File: config.mk
export PLATFORM = sky130hd
export DESIGN_NAME = mem_bus_arbiter
export DESIGN_NICKNAME = d
export VERILOG_FILES = /design/src/rtl/mem_bus_arbiter.sv
export SDC_FILE = /design/constraint.sdc
export NUM_CORES = 1
export LEC_CHECK = 0
export CAP_MARGIN = 40
export CORE_MARGIN = 2
export CORE_UTILIZATION = 37
export DETAILED_ROUTE_END_ITERATION = 10
export PLACE_DENSITY = 0.76
export SLEW_MARGIN = 20
export SYNTH_ARGS = -nofsm -noshare
export SYNTH_HDL_FRONTEND = slang
export SYNTH_SLANG_ARGS = --single-unit
export TNS_END_PERCENT = 30
File: constraint.sdc
create_clock -name clk -period 1.3 [get_ports clk]
set_input_delay 0.195 -clock clk [delete_from_list [all_inputs] [get_ports clk]]
set_output_delay 0.195 -clock clk [all_outputs]
set_load 0.01 [all_outputs]
File: src/rtl/mem_bus_arbiter.sv
// mem_bus_arbiter
//   Shares one RAM/ROM bus between two requesters. Port 0 is the CPU
//   load/store path and port 1 is the DMA/debug loader. Arbitration is
//   round-robin. The arbiter drives the bus strobes itself and holds each
//   access for WAIT_CYC extra strobe cycles.
//
// Ports
//   clk                  system clock, all logic on posedge
//   ena                  synchronous active-low reset (low = reset)
//   reqN/weN/addrN/wdataN  requester N request, direction, address, write data
//   ackN                 one-cycle completion pulse for requester N
//   rdataN               last read data returned to requester N
//   gntN                 requester N owns the bus
//   ram_addr/ram_wdata   bus address / write data (held while idle)
//   ram_rdata            bus read data
//   ram_rd/ram_wr        bus read / write strobes
//   busy                 arbiter is not idle
module mem_bus_arbiter #(
  parameter int AW       = 13,
  parameter int DW       = 8,
  parameter int WAIT_CYC = 1
) (
  input  logic          clk,
  input  logic          ena,
  input  logic          req0,
  input  logic          we0,
  input  logic [AW-1:0] addr0,
  input  logic [DW-1:0] wdata0,
  output logic          ack0,
  output logic [DW-1:0] rdata0,
  output logic          gnt0,
  input  logic          req1,
  input  logic          we1,
  input  logic [AW-1:0] addr1,
  input  logic [DW-1:0] wdata1,
  output logic          ack1,
  output logic [DW-1:0] rdata1,
  output logic          gnt1,
  output logic [AW-1:0] ram_addr,
  output logic [DW-1:0] ram_wdata,
  input  logic [DW-1:0] ram_rdata,
  output logic          ram_rd,
  output logic          ram_wr,
  output logic          busy
);

  localparam logic [1:0] S_IDLE   = 2'd0;
  localparam logic [1:0] S_ACCESS = 2'd1;
  localparam logic [1:0] S_DONE   = 2'd2;

  localparam logic [3:0] WAIT_INIT = 4'(WAIT_CYC);

  logic [1:0]    state_q,    state_d;
  logic [3:0]    cnt_q,      cnt_d;
  logic          last_gnt_q, last_gnt_d;
  logic          cur_q,      cur_d;       // port owning the current access
  logic          gnt0_q,     gnt0_d;
  logic          gnt1_q,     gnt1_d;
  logic          ack0_q,     ack0_d;
  logic          ack1_q,     ack1_d;
  logic          rd_q,       rd_d;
  logic          wr_q,       wr_d;
  logic [AW-1:0] addr_q,     addr_d;
  logic [DW-1:0] wdata_q,    wdata_d;
  logic [DW-1:0] rdata0_q,   rdata0_d;
  logic [DW-1:0] rdata1_q,   rdata1_d;

  logic sel;
  logic we_sel;

  always_comb begin
    state_d    = state_q;
    cnt_d      = cnt_q;
    last_gnt_d = last_gnt_q;
    cur_d      = cur_q;
    gnt0_d     = gnt0_q;
    gnt1_d     = gnt1_q;
    ack0_d     = ack0_q;
    ack1_d     = ack1_q;
    rd_d       = rd_q;
    wr_d       = wr_q;
    addr_d     = addr_q;
    wdata_d    = wdata_q;
    rdata0_d   = rdata0_q;
    rdata1_d   = rdata1_q;
    // Under contention the port that did not go last wins; otherwise the
    // single requester wins (req1 alone selects port 1).
    sel        = (req0 && req1) ? ~last_gnt_q : req1;
    we_sel     = sel ? we1 : we0;

    case (state_q)
      S_IDLE: begin
        if (req0 || req1) begin
          cur_d   = sel;
          gnt0_d  = ~sel;
          gnt1_d  = sel;
          addr_d  = sel ? addr1 : addr0;
          wdata_d = sel ? wdata1 : wdata0;
          wr_d    = we_sel;
          rd_d    = ~we_sel;
          cnt_d   = WAIT_INIT;
          state_d = S_ACCESS;
        end
      end
      S_ACCESS: begin
        if (cnt_q != 4'd0) begin
          cnt_d = cnt_q - 4'd1;
        end else begin
          if (rd_q) begin
            if (cur_q) rdata1_d = ram_rdata;
            else       rdata0_d = ram_rdata;
          end
          rd_d    = 1'b0;
          wr_d    = 1'b0;
          ack0_d  = ~cur_q;
          ack1_d  = cur_q;
          state_d = S_DONE;
        end
      end
      S_DONE: begin
        ack0_d     = 1'b0;
        ack1_d     = 1'b0;
        gnt0_d     = 1'b0;
        gnt1_d     = 1'b0;
        last_gnt_d = cur_q;
        state_d    = S_IDLE;
      end
      default: state_d = S_IDLE;
    endcase
  end

  always_ff @(posedge clk) begin
    if (!ena) begin
      // last_gnt starts at 1 so port 0 wins the first contention.
      state_q    <= S_IDLE;
      cnt_q      <= 4'd0;
      last_gnt_q <= 1'b1;
      cur_q      <= 1'b0;
      gnt0_q     <= 1'b0;
      gnt1_q     <= 1'b0;
      ack0_q     <= 1'b0;
      ack1_q     <= 1'b0;
      rd_q       <= 1'b0;
      wr_q       <= 1'b0;
      addr_q     <= '0;
      wdata_q    <= '0;
      rdata0_q   <= '0;
      rdata1_q   <= '0;
    end else begin
      state_q    <= state_d;
      cnt_q      <= cnt_d;
      last_gnt_q <= last_gnt_d;
      cur_q      <= cur_d;
      gnt0_q     <= gnt0_d;
      gnt1_q     <= gnt1_d;
      ack0_q     <= ack0_d;
      ack1_q     <= ack1_d;
      rd_q       <= rd_d;
      wr_q       <= wr_d;
      addr_q     <= addr_d;
      wdata_q    <= wdata_d;
      rdata0_q   <= rdata0_d;
      rdata1_q   <= rdata1_d;
    end
  end

  assign ack0      = ack0_q;
  assign ack1      = ack1_q;
  assign gnt0      = gnt0_q;
  assign gnt1      = gnt1_q;
  assign rdata0    = rdata0_q;
  assign rdata1    = rdata1_q;
  assign ram_addr  = addr_q;
  assign ram_wdata = wdata_q;
  assign ram_rd    = rd_q;
  assign ram_wr    = wr_q;
  assign busy      = (state_q != S_IDLE);

endmodule

==> Flow_metrics.wiki <==
{| class="wikitable"
! Metric !! Value
|-
| Leading cell type by number of instances after synthesis || dfxtp_1
|-
| Routability-driven placement congestion ratio || between 0.7 and 0.8
|-
| Crit path buffers/inverters || 1
|-
| CTS tree || built
|-
| Worst path slowest cell || dfxtp_2
|-
| Number of vias after detailed routing || between 1500 and 2000
|-
| Inserted Clock Buffers || 5
|-
| Post-route antenna net violation count || 0
|-
| Run status || finished with violations
|-
| Top-area cell type share of the netlist area || between 40% and 50%
|-
| Top Family by Delay on Critical Path || simple AND/OR/NAND/NOR gates
|-
| EDFF count, synth || 0
|-
| Final count of negative-setup-slack endpoints || 9
|-
| Synthesized-area fraction occupied by ao, oa, aoi and oai cells || between 10 and 15%
|-
| Drt drc || 0
|-
| Sequential area share after synthesis || between 40% and 50%
|-
| Layout overhead on the synthesized area || 60.5%
|-
| Largest net degree at the start of global routing || 28
|-
| Area contributors post-synth || dfxtp_1 (48%), nor2b_1 (9.1%), mux2i_1 (8.9%)
|-
| Clock Skews || around 0.008 ns
|-
| Initial core utilization || about two fifths
|-
| Nets in the synthesized netlist || ~260
|-
| Critical Path Fanout Max || 8
|-
| Max-Slew Margin vs Limit || roughly 79%
|-
| Per-instance average area after synthesis || 10.7 µm²
|-
| Antenna diode count || 0
|-
| Global-route usage over all layers || between 15 and 20%
|-
| Total routed wirelength || between 5 and 6 mm
|-
| Min setup slack post-route || -0.0734 ns
|-
| DR WL/cell || 14.6 µm
|-
| Aggregate global routing overflow || 0
|-
| Area of combinational cells with multiple inputs || 0.00109 mm²
|-
| CP max stage delay || between 0.3 and 0.4 ns
|-
| Filler cells || 495
|-
| Cell taking the most area after synthesis || dfxtp_1
|-
| Number of DRC violations after detailed-routing iteration 0 || approximately 150
|-
| DIE WIDTH || around 80 µm
|-
| Power per unit of standard cell area || 1060 mW/mm²
|-
| Post-CTS Hold Buffers || 0
|-
| Post-route total power || between 3 and 4 mW
|-
| Max Fclk || between 700 and 800 MHz
|-
| Max rail drop VDD || approximately 670 µV
|-
| Wire length of the first global-routing pass || roughly 9.1 mm
|-
| Type of element launching the critical path || flop
|-
| FF/Latch Area || a little over 0.001 mm²
|-
| CP Cell Sequence || inv_2, ha_4, nor2b_4, and4_4, mux2i_1, nor2b_1
|-
| Combinational family with the most area after synthesis || simple AND/OR/NAND/NOR gates
|-
| Post-synthesis share of cell area spent on xor and xnor gates || less than 1%
|-
| Max_cap viols || 0
|-
| Total clock sinks || 51
|-
| Fraction of synthesized area in multiplexers || between 8 and 9%
|-
| Worst Hold Class || reg2reg
|-
| Data required time at the worst endpoint || ~1.5 ns
|-
| Data arrival, critical path || between 1.5 and 2 ns
|-
| Period utilization || 106%
|-
| Mean number of vias per cell || roughly 5.1
|-
| Violated checks || negative setup slack
|-
| Die footprint || about 0.0064 mm²
|-
| Worst setup EP type || flop
|-
| Tightest Pin Transition || between 0.3 and 0.4 ns
|-
| Worst hold slack across all endpoints || 0.480 ns
|-
| Cell count after synthesis || 200
|-
| Leakage dissipation || ~1.6 nW
|-
| Total number of nets in the final design || roughly 370
|-
| Adder-Cell Fraction of Synth Area || around 1.2%
|-
| CTS Root Buffer Type || clkbuf_8
|-
| Pre-antenna DRT Iters || 5
|-
| Clk slew on worst S/H paths || roughly 0.08 ns
|-
| Core outline area || roughly 0.0055 mm²
|-
| Port buffer count || between 90 and 100
|-
| Post-synth top flop || dfxtp_1
|-
| H-Tree Level Count || 2
|-
| Path type of the worst setup path || reg2reg
|-
| Via count of the first global-routing pass || ~1900
|-
| Antenna violations before repair || 0
|-
| Post-synth ARST share || 0%
|-
| Final slew viol count || 0
|-
| RSZ-0062 raised after global routing || yes
|-
| Final design utilization || roughly 62%
|-
| Total I/O pin count || 100
|-
| Vertical extent of the die || between 70 and 80 µm
|-
| Endpoints failing hold || 0
|-
| Number of warnings reported in the yosys synthesis log || 0
|-
| Distinct cells, synth || 37
|-
| Combined area of all synthesized cells || approximately 0.0021 mm²
|-
| Standard-cell rows || 27
|-
| Placed wire-length estimate after detailed placement || ~4.1 mm
|-
| Synth Area in Simple Gates || 21.1%
|-
| Insertion delay of the later-clocked pin in the worst-skew pair || 0.29 ns
|-
| Buffer depth of the longest clock path || 2
|-
| Commonest cells post-synth || dfxtp_1 (51), nor2b_1 (31), mux2i_1 (19), a222oi_1 (13), and3_1 (10)
|-
| Fraction of layout instances using a drive strength above 1 || around a fifth
|-
| Minimum period implied by the final worst setup slack || about 1.4 ns
|-
| Post-synthesis sequential element count || 51
|}
==> registers in the layout, indices dropped and copies added, names as in the netlist <==
name,flops
ram_addr,13
ram_wdata,8
rdata0,8
rdata1,8
cnt_q,4
state_q,2
ack0,1
ack1,1
cur_q,1
gnt0,1
gnt1,1
last_gnt_q,1
ram_rd,1
ram_wr,1
==> power by group <==
| part | switching [mW] | internal, mW |
|---|---|---|
| clock | 0.479 | 0.419 |
| sequential | 0.0740 | 1.69 |
| combinational | 0.419 | 0.566 |
==> layer usage <==
metal  global-route usage (%)  share of wire (%)  vias to the layer above
li1                         -                  -                      963
met1                     22.7                 44                      932
met2                     31.0                 46                       86
met3                     4.86                9.5                        4
met4                     3.05               0.55                        0
met5                        0                  0                        -
==> final timing paths <==
kind / from / to / slack, ns / cells past startpoint
worst max-delay path: cnt_q[0]$_SDFFE_PN0P_ / rdata1[7]$_SDFFE_PN0P_ / -0.07 / 6
worst min-delay path: ram_wr$_SDFFE_PN0P_ / ram_wr$_SDFFE_PN0P_ / 0.48 / 2
worst max register to register: cnt_q[0]$_SDFFE_PN0P_ / rdata1[7]$_SDFFE_PN0P_ / -0.07 / 6
worst min register to register: ram_wr$_SDFFE_PN0P_ / ram_wr$_SDFFE_PN0P_ / 0.48 / 2
==> worst register-to-register path: cells and delay by family, from the launching register on <==
family	cells	cell delay, ns
buf+inv	1	0.07
mux	1	0.21
simple gates	3	0.54
fa+ha+maj	1	0.13
flops	1	0.33
==> cells in the final DEF (no fill, tap or decap), drive strengths merged, types with 2 or more instances in the layout <==
cell	count
and2	7
nand3	3
a222oi	13
clkbuf	7
nand2	7
clkdlybuf4s50	53
a21boi	4
inv	5
nor2	5
nor3b	2
ha	2
mux2i	19
o21ai	4
xor2	2
nand4b	2
nand2b	3
and3	11
a221o	8
buf	22
nor2b	31
dlygate4sd2	45
dfxtp	51
==> kinds of logic (layout without fill, tap and decap cells) <==
kind of cell	Yosys count	after routing
simple gates	71	73
flops	51	51
compound gates	36	36
mux	19	19
buf+inv	19	133
fa+ha+maj	2	2
xor+xnor	2	2
==> final cells by class <==
type | instances | area share (%)
inverters | 5 | 0.548
repair buffers | 121 | 32.3
flip-flops and latches | 51 | 30.1
clock inverters | 1 | 0.146
well taps | 72 | 2.63
clock buffers | 6 | 2.41
multi-input cells | 132 | 31.8
==> timing repair <==
item / 4_1_cts / 5_1_grt
cloned: 2 / 0
setup endpoints to repair: 86 / 43
resized for setup: 66 / 8
setup buffers: 1 / 1
pin swaps: 11 / 10
==> metrics by stage <==
stage	std cells	area, µm²	TNS, ns	worst slack (ns)
floorplan	200	2160	-0.680	-0.0376
global placement	377	3290	-7.89	-0.329
detailed placement	377	3290	-9.25	-0.376
CTS	387	3400	-0.697	-0.0917
global route	388	3430	-2.18	-0.171
finish	388	3430	-0.529	-0.0734
No activity file was read; power rests on OpenSTA's default activity.
